<file path="config.mk">
export PLATFORM = sky130hd
export DESIGN_NAME = switch_toggle_bank_flat
export DESIGN_NICKNAME = d
export VERILOG_FILES = /design/src/rtl/switch_toggle_pkg.sv /design/src/rtl/switch_toggle_bank_if.sv /design/src/rtl/switch_debounce_ch.sv /design/src/rtl/switch_toggle_bank.sv /design/src/flat_wrapper.sv
export SDC_FILE = /design/constraint.sdc
export NUM_CORES = 1
export LEC_CHECK = 0
export ABC_AREA = 1
export CORE_ASPECT_RATIO = 0.9
export CORE_MARGIN = 1.5
export CORE_UTILIZATION = 35
export DETAILED_ROUTE_END_ITERATION = 8
export SYNTH_ARGS = -nofsm -noshare
export SYNTH_HDL_FRONTEND = slang
export SYNTH_SLANG_ARGS = --single-unit
export TNS_END_PERCENT = 50
</file>
<file path="constraint.sdc">
create_clock -name i_Clk -period 7.75 [get_ports i_Clk]
set_input_delay 1.55 -clock i_Clk [delete_from_list [all_inputs] [get_ports i_Clk]]
set_output_delay 1.55 -clock i_Clk [all_outputs]
set_load 0.03 [all_outputs]
</file>
<file path="src/rtl/switch_toggle_pkg.sv">
// rtl/switch_toggle_pkg.sv - shared types and constants for the switch toggle bank
package switch_toggle_pkg;

    typedef enum logic [1:0] {
        ST_IDLE      = 2'd0,
        ST_PRESSED   = 2'd1,
        ST_LONG_HELD = 2'd2
    } sw_state_t;

    localparam int EDGE_RELEASE = 0;
    localparam int EDGE_PRESS   = 1;

endpackage

</file>
<file path="src/rtl/switch_toggle_bank_if.sv">
// rtl/switch_toggle_bank_if.sv - switch/clear inputs and LED/event outputs of the toggle bank
interface switch_toggle_bank_if #(
    parameter int NUM_CH = 4
);
    logic [NUM_CH-1:0] i_Switch;
    logic              i_Clear;
    logic [NUM_CH-1:0] o_LED;
    logic [NUM_CH-1:0] o_Toggle_Pulse;
    logic [NUM_CH-1:0] o_Long_Press;

    modport master (
        output i_Switch,
        output i_Clear,
        input  o_LED,
        input  o_Toggle_Pulse,
        input  o_Long_Press
    );

    modport slave (
        input  i_Switch,
        input  i_Clear,
        output o_LED,
        output o_Toggle_Pulse,
        output o_Long_Press
    );
endinterface

</file>
<file path="src/rtl/switch_debounce_ch.sv">
// rtl/switch_debounce_ch.sv - two-flop synchroniser and counting debouncer for one switch
module switch_debounce_ch #(
    parameter int DEBOUNCE_LIMIT = 250000
) (
    input  logic i_Clk,
    input  logic i_Rst,
    input  logic i_Switch,
    output logic o_Debounced
);
    localparam int CW = $clog2(DEBOUNCE_LIMIT + 1);

    logic          sync_1;
    logic          sync_2;
    logic [CW-1:0] count;

    always_ff @(posedge i_Clk or posedge i_Rst) begin
        if (i_Rst) begin
            sync_1      <= 1'b0;
            sync_2      <= 1'b0;
            count       <= '0;
            o_Debounced <= 1'b0;
        end else begin
            sync_1 <= i_Switch;
            sync_2 <= sync_1;
            // Any cycle of agreement restarts the qualification window.
            if (sync_2 != o_Debounced) begin
                if (count == CW'(DEBOUNCE_LIMIT - 1)) begin
                    o_Debounced <= sync_2;
                    count       <= '0;
                end else begin
                    count <= count + 1'b1;
                end
            end else begin
                count <= '0;
            end
        end
    end
endmodule

</file>
<file path="src/rtl/switch_toggle_bank.sv">
// rtl/switch_toggle_bank.sv - multi-channel debounced toggle controller with long-press and clear
module switch_toggle_bank
    import switch_toggle_pkg::*;
#(
    parameter int NUM_CH           = 4,
    parameter int DEBOUNCE_LIMIT   = 250000,
    parameter int LONG_PRESS_LIMIT = 25000000,
    parameter int EDGE_MODE        = EDGE_RELEASE
) (
    input logic                i_Clk,
    input logic                i_Rst,
    switch_toggle_bank_if.slave bus
);
    localparam int HW = $clog2(LONG_PRESS_LIMIT + 1);

    logic [NUM_CH-1:0] led_r;
    logic [NUM_CH-1:0] toggle_r;
    logic [NUM_CH-1:0] long_r;

    assign bus.o_LED          = led_r;
    assign bus.o_Toggle_Pulse = toggle_r;
    assign bus.o_Long_Press   = long_r;

    for (genvar g = 0; g < NUM_CH; g++) begin : g_ch
        logic          deb;
        logic          deb_q;
        logic          rise;
        logic          fall;
        sw_state_t     state;
        logic [HW-1:0] hold;
        logic          led_q;
        logic          toggle_q;
        logic          long_q;

        switch_debounce_ch #(
            .DEBOUNCE_LIMIT(DEBOUNCE_LIMIT)
        ) u_debounce (
            .i_Clk      (i_Clk),
            .i_Rst      (i_Rst),
            .i_Switch   (bus.i_Switch[g]),
            .o_Debounced(deb)
        );

        assign rise        = deb & ~deb_q;
        assign fall        = ~deb & deb_q;
        assign led_r[g]    = led_q;
        assign toggle_r[g] = toggle_q;
        assign long_r[g]   = long_q;

        always_ff @(posedge i_Clk or posedge i_Rst) begin
            if (i_Rst) begin
                deb_q    <= 1'b0;
                state    <= ST_IDLE;
                hold     <= '0;
                led_q    <= 1'b0;
                toggle_q <= 1'b0;
                long_q   <= 1'b0;
            end else begin
                deb_q    <= deb;
                toggle_q <= 1'b0;
                long_q   <= 1'b0;
                case (state)
                    ST_IDLE: begin
                        if (rise) begin
                            state <= ST_PRESSED;
                            hold  <= '0;
                            if (EDGE_MODE == EDGE_PRESS) begin
                                led_q    <= ~led_q;
                                toggle_q <= 1'b1;
                            end
                        end
                    end
                    ST_PRESSED: begin
                        if (fall) begin
                            state <= ST_IDLE;
                            if (EDGE_MODE == EDGE_RELEASE) begin
                                led_q    <= ~led_q;
                                toggle_q <= 1'b1;
                            end
                        end else if (hold == HW'(LONG_PRESS_LIMIT - 1)) begin
                            state  <= ST_LONG_HELD;
                            long_q <= 1'b1;
                            led_q  <= 1'b0;
                        end else begin
                            hold <= hold + 1'b1;
                        end
                    end
                    ST_LONG_HELD: begin
                        // Release after a long press is swallowed.
                        if (fall) begin
                            state <= ST_IDLE;
                        end else if (hold != HW'(LONG_PRESS_LIMIT)) begin
                            hold <= hold + 1'b1;
                        end
                    end
                    default: state <= ST_IDLE;
                endcase
                // Clear wins over any toggle decided above in the same cycle.
                if (bus.i_Clear) begin
                    led_q    <= 1'b0;
                    toggle_q <= 1'b0;
                end
            end
        end
    end
endmodule

</file>
<file path="src/flat_wrapper.sv">
// flat-port wrapper written by rule: the top's interface ports become plain ports
module switch_toggle_bank_flat import switch_toggle_pkg::*;
#(
    parameter int NUM_CH           = 4,
    parameter int DEBOUNCE_LIMIT   = 250000,
    parameter int LONG_PRESS_LIMIT = 25000000,
    parameter int EDGE_MODE        = EDGE_RELEASE
)
  (i_Clk, i_Rst, bus_i_Switch, bus_i_Clear, bus_o_LED, bus_o_Toggle_Pulse, bus_o_Long_Press);
  switch_toggle_bank_if #(.NUM_CH(NUM_CH)) bus_i ();
  input logic i_Clk;
  input logic i_Rst;
  input wire logic [$bits(bus_i.i_Switch)-1:0] bus_i_Switch;
  input wire logic [$bits(bus_i.i_Clear)-1:0] bus_i_Clear;
  output wire logic [$bits(bus_i.o_LED)-1:0] bus_o_LED;
  output wire logic [$bits(bus_i.o_Toggle_Pulse)-1:0] bus_o_Toggle_Pulse;
  output wire logic [$bits(bus_i.o_Long_Press)-1:0] bus_o_Long_Press;
  assign bus_i.i_Switch = bus_i_Switch;
  assign bus_i.i_Clear = bus_i_Clear;
  assign bus_o_LED = bus_i.o_LED;
  assign bus_o_Toggle_Pulse = bus_i.o_Toggle_Pulse;
  assign bus_o_Long_Press = bus_i.o_Long_Press;
  switch_toggle_bank #(.NUM_CH(NUM_CH), .DEBOUNCE_LIMIT(DEBOUNCE_LIMIT), .LONG_PRESS_LIMIT(LONG_PRESS_LIMIT), .EDGE_MODE(EDGE_MODE)) u_core (.i_Clk(i_Clk), .i_Rst(i_Rst), .bus(bus_i));
endmodule
</file>
==> impl_metrics.prom <==
# TYPE chip_impl_metric gauge
chip_impl_metric{name="tightest_slew_margin_relative_to_the_limit",unit="%"} 31.03
chip_impl_metric{name="ctsResizeCount",unit=""} 0
chip_impl_metric{name="path_depth_of_the_worst_reg2reg_path",unit=""} 10
chip_impl_metric{name="worstPathBufferInverterCount",unit=""} 1
chip_impl_metric{name="detailedRoute.firstPassIterationCount",unit=""} 5
chip_impl_metric{name="clk_pin_slew",unit="ps"} 60
chip_impl_metric{name="die_x",unit="um"} 206.6
chip_impl_metric{name="synth.distinct_cells",unit=""} 39
chip_impl_metric{name="cts_max_path_buffers",unit=""} 3
chip_impl_info{name="hold_path.startpoint",value="u_core.g_ch[0].u_debounce.sync_1"} 1
chip_impl_metric{name="groute.usage.overall",unit="%"} 15.72
chip_impl_metric{name="number_of_antenna_repair_diodes",unit=""} 0
chip_impl_info{name="mostFrequentLayoutCells",value="nand2_1 (611), nor2_1 (346), inv_1 (213)"} 1
chip_impl_metric{name="grt_max_degree",unit=""} 146
chip_impl_metric{name="synth.cell_area",unit="mm^2"} 0.01306
chip_impl_metric{name="hold_depth",unit=""} 0
chip_impl_info{name="timing.rr.start",value="u_core.g_ch[2].hold[0]"} 1
chip_impl_metric{name="ys_async_sr_fraction",unit="%"} 100.0
chip_impl_info{name="timing.critical_path.to_type",value="output pin"} 1
chip_impl_metric{name="timing_hold_violations_final",unit=""} 0
chip_impl_metric{name="finish.instance_area",unit="mm^2"} 0.01454
chip_impl_info{name="critPathKind",value="reg2out"} 1
chip_impl_metric{name="timing_worst_slew_pin_value",unit="ps"} 1032
chip_impl_metric{name="portBuffers",unit=""} 18
chip_impl_metric{name="whs",unit="ps"} 349.5
chip_impl_metric{name="finalWirelength",unit="mm"} 28.84
chip_impl_metric{name="cts_bufs_inserted",unit=""} 25
chip_impl_metric{name="crit_cells",unit=""} 1
chip_impl_metric{name="synthesis.yosys.warnings",unit=""} 0
chip_impl_info{name="critPathTopFamily",value="buffers and inverters"} 1
chip_impl_metric{name="cts.hold.buffers_added",unit=""} 0
chip_impl_metric{name="routed-via-count",unit=""} 11230
chip_impl_info{name="final_common_cell",value="nand2_1"} 1
chip_impl_metric{name="cap_violations",unit=""} 0
chip_impl_info{name="critPathSlowestCell",value="clkdlybuf4s50_1"} 1
chip_impl_info{name="timing.critical_path.from_type",value="flop"} 1
chip_impl_metric{name="area.growth.synth_to_final",unit="%"} 11.32
chip_impl_metric{name="io-pin-count",unit=""} 19
chip_impl_metric{name="critical_path_required_time",unit="ps"} 6200
chip_impl_metric{name="synth_edf_count",unit=""} 0
chip_impl_info{name="worstHoldEndpoint",value="u_core.g_ch[0].u_debounce.sync_2"} 1
chip_impl_metric{name="yosysSeqAreaShare",unit="%"} 39.84
chip_impl_info{name="grt_setup_unrepaired",value="false"} 1
chip_impl_metric{name="worst_ep_arrival_time",unit="ps"} 1640
chip_impl_info{name="yosys_most_used_dff",value="dfrtp_1"} 1
chip_impl_metric{name="rrSetupSlack",unit="ps"} 5040
chip_impl_info{name="tritoncts",value="yes"} 1
chip_impl_info{name="cts-root-buf",value="clkbuf_16"} 1
chip_impl_metric{name="syn-instance-count",unit=""} 1900
chip_impl_metric{name="vias_per_cell",unit=""} 4.679
chip_impl_metric{name="n_fill_cell",unit=""} 3708
chip_impl_metric{name="finalWorstPathRequiredPeriod",unit="ps"} 3188
chip_impl_metric{name="setup_violations",unit=""} 0
chip_impl_metric{name="power.density_cell_area",unit="mW/mm^2"} 173.3
chip_impl_metric{name="post_cts.repair.setup_buffers",unit=""} 0
chip_impl_info{name="reg2reg_to",value="u_core.g_ch[2].hold[12]"} 1
chip_impl_metric{name="first_iter_violations",unit=""} 693
chip_impl_metric{name="floorplan.initialDensity",unit="%"} 35.87
chip_impl_metric{name="grt_first_pass_wirelength",unit="mm"} 50.79
chip_impl_metric{name="routedWlPerCell",unit="um"} 12.02
chip_impl_metric{name="vdd.ir_drop.worst",unit="mV"} 0.1343
chip_impl_metric{name="timing.final.max_slew_violations",unit=""} 0
chip_impl_metric{name="finalPower",unit="mW"} 2.520
chip_impl_metric{name="ant_nets",unit=""} 0
chip_impl_metric{name="clock-sinks",unit=""} 208
chip_impl_metric{name="postPlaceCellArea",unit="mm^2"} 0.01356
chip_impl_metric{name="fp.dieH",unit="um"} 186.3
chip_impl_metric{name="design.core.area",unit="mm^2"} 0.03642
chip_impl_metric{name="grt_overflow_total",unit=""} 0
chip_impl_metric{name="synth_fp_nets",unit=""} 1937
chip_impl_metric{name="max_clock_freq",unit="MHz"} 313.7
chip_impl_info{name="worstPathCellList",value="clkdlybuf4s50_1"} 1
chip_impl_metric{name="dieArea",unit="mm^2"} 0.03849
chip_impl_metric{name="worst_slack",unit="ps"} 4562
chip_impl_metric{name="final_min_period_over_clock_period",unit="%"} 41.14
chip_impl_metric{name="yosys_register_bits",unit=""} 208
chip_impl_metric{name="design.final.nets",unit=""} 1943
chip_impl_metric{name="drc",unit=""} 0
chip_impl_metric{name="power.static_leakage",unit="nW"} 6.335
chip_impl_metric{name="dp.final_hpwl",unit="mm"} 20.01
chip_impl_metric{name="cp_slowest_stage_delay",unit="ps"} 700
chip_impl_metric{name="num_rows",unit=""} 66
chip_impl_metric{name="htree_num_levels",unit=""} 1
chip_impl_metric{name="worst_clock_skew",unit="ps"} 6.859
chip_impl_info{name="outcome",value="finished clean"} 1
chip_impl_metric{name="drive_gt1_share",unit="%"} 4.106
chip_impl_info{name="min-delay-path-class",value="reg2reg"} 1
chip_impl_metric{name="total_neg_setup_slack",unit="ps"} 0
chip_impl_metric{name="globalplace.congestion",unit=""} 0.8974
chip_impl_metric{name="grt_pass1_vias",unit=""} 10680
chip_impl_metric{name="preCtsSetupSlack",unit="ps"} 3969
chip_impl_metric{name="clkLatencyLatePin",unit="ps"} 520
chip_impl_metric{name="post_synth.cell_area_avg",unit="um^2"} 6.876
chip_impl_metric{name="grt_antenna_before_repair",unit=""} 0
chip_impl_metric{name="worstPathMaxFanout",unit=""} 2
kinds of logic after synthesis:
logic type | share of synthesized area [%]
compound gates | 7.566
simple gates | 37.14
buf+inv | 8.620
fa+ha+maj | 2.873
xor+xnor | 3.956
flops | 39.84
cells in the mapped netlist, types with 14 or more instances:
library cell | n | area share (%)
ha_1 | 30 | 2.9
nor3b_1 | 14 | 0.80
o21bai_1 | 51 | 2.9
o21ai_0 | 39 | 1.5
buf_4 | 17 | 0.98
nor3_1 | 42 | 1.6
nor2_1 | 346 | 9.9
a21oi_1 | 47 | 1.8
o21ai_1 | 20 | 0.77
nand4_1 | 20 | 0.96
dfrtp_1 | 208 | 40
xnor2_1 | 14 | 0.94
xor2_1 | 45 | 3.0
nand2_1 | 611 | 18
inv_1 | 214 | 6.1
nand3_1 | 109 | 4.2
how the worst max path moves through the flow:
stage	slack (ps)	to	from
2_1_floorplan	520	u_core.g_ch[0].deb_q	i_Rst
3_3_place_gp	3970	u_core.g_ch[2].hold[11]	i_Rst
3_5_place_dp	3970	u_core.g_ch[2].hold[13]	i_Rst
4_1_cts	4520	bus_o_LED[3]	u_core.g_ch[3].led_q
5_1_grt	4300	u_core.g_ch[1].hold[16]	i_Rst
6_report	4560	bus_o_LED[1]	u_core.g_ch[1].led_q
layout make-up:
cell class	count	area (um^2)	area share, %
Clock buffer	30	684.4	4.706
Inverter	220	835.8	5.747
Tap cell	476	595.6	4.095
Timing Repair Buffer	20	195.2	1.342
Clock inverter	15	294.0	2.022
Multi-Input combinational cell	1431	6733	46.30
Sequential cell	208	5205	35.79
registers in the layout, summed over array words and instances (netlist names):
register / cells
u_core.g_ch.toggle_q: 4
u_core.g_ch.u_debounce.o_Debounced: 4
u_core.g_ch.led_q: 4
u_core.g_ch.deb_q: 4
u_core.g_ch.long_q: 4
u_core.g_ch.u_debounce.sync_2: 4
u_core.g_ch.u_debounce.sync_1: 4
u_core.g_ch.u_debounce.count: 72
u_core.g_ch.hold: 100
u_core.g_ch.state: 8
stage by stage:
stage	cells	util, %
after CTS	2400	39.93
after detailed placement	2355	37.25
after global routing	2400	39.93
after floorplan	1900	-
after global placement	2355	37.25
final	2400	39.93
power by group:
part / leakage [nW] / switching [mW] / total, mW / internal [mW]
Clock: 0.468 / 0.483 / 1.38 / 0.897
Combinational: 2.99 / 0.0339 / 0.0426 / 0.00874
Sequential: 2.88 / 0.00473 / 1.10 / 1.09
Total: 6.34 / 0.521 / 2.52 / 2.00
per-layer routing:
| metal | part of all wire (%) | GRT usage, % |
|---|---|---|
| met4 | 1.5 | 3.536 |
| met1 | 52 | 22.83 |
| met3 | 3.7 | 2.282 |
| met5 | 0 | 0 |
| met2 | 42 | 24.66 |
Note: power is estimated with default switching activity, not from simulation.
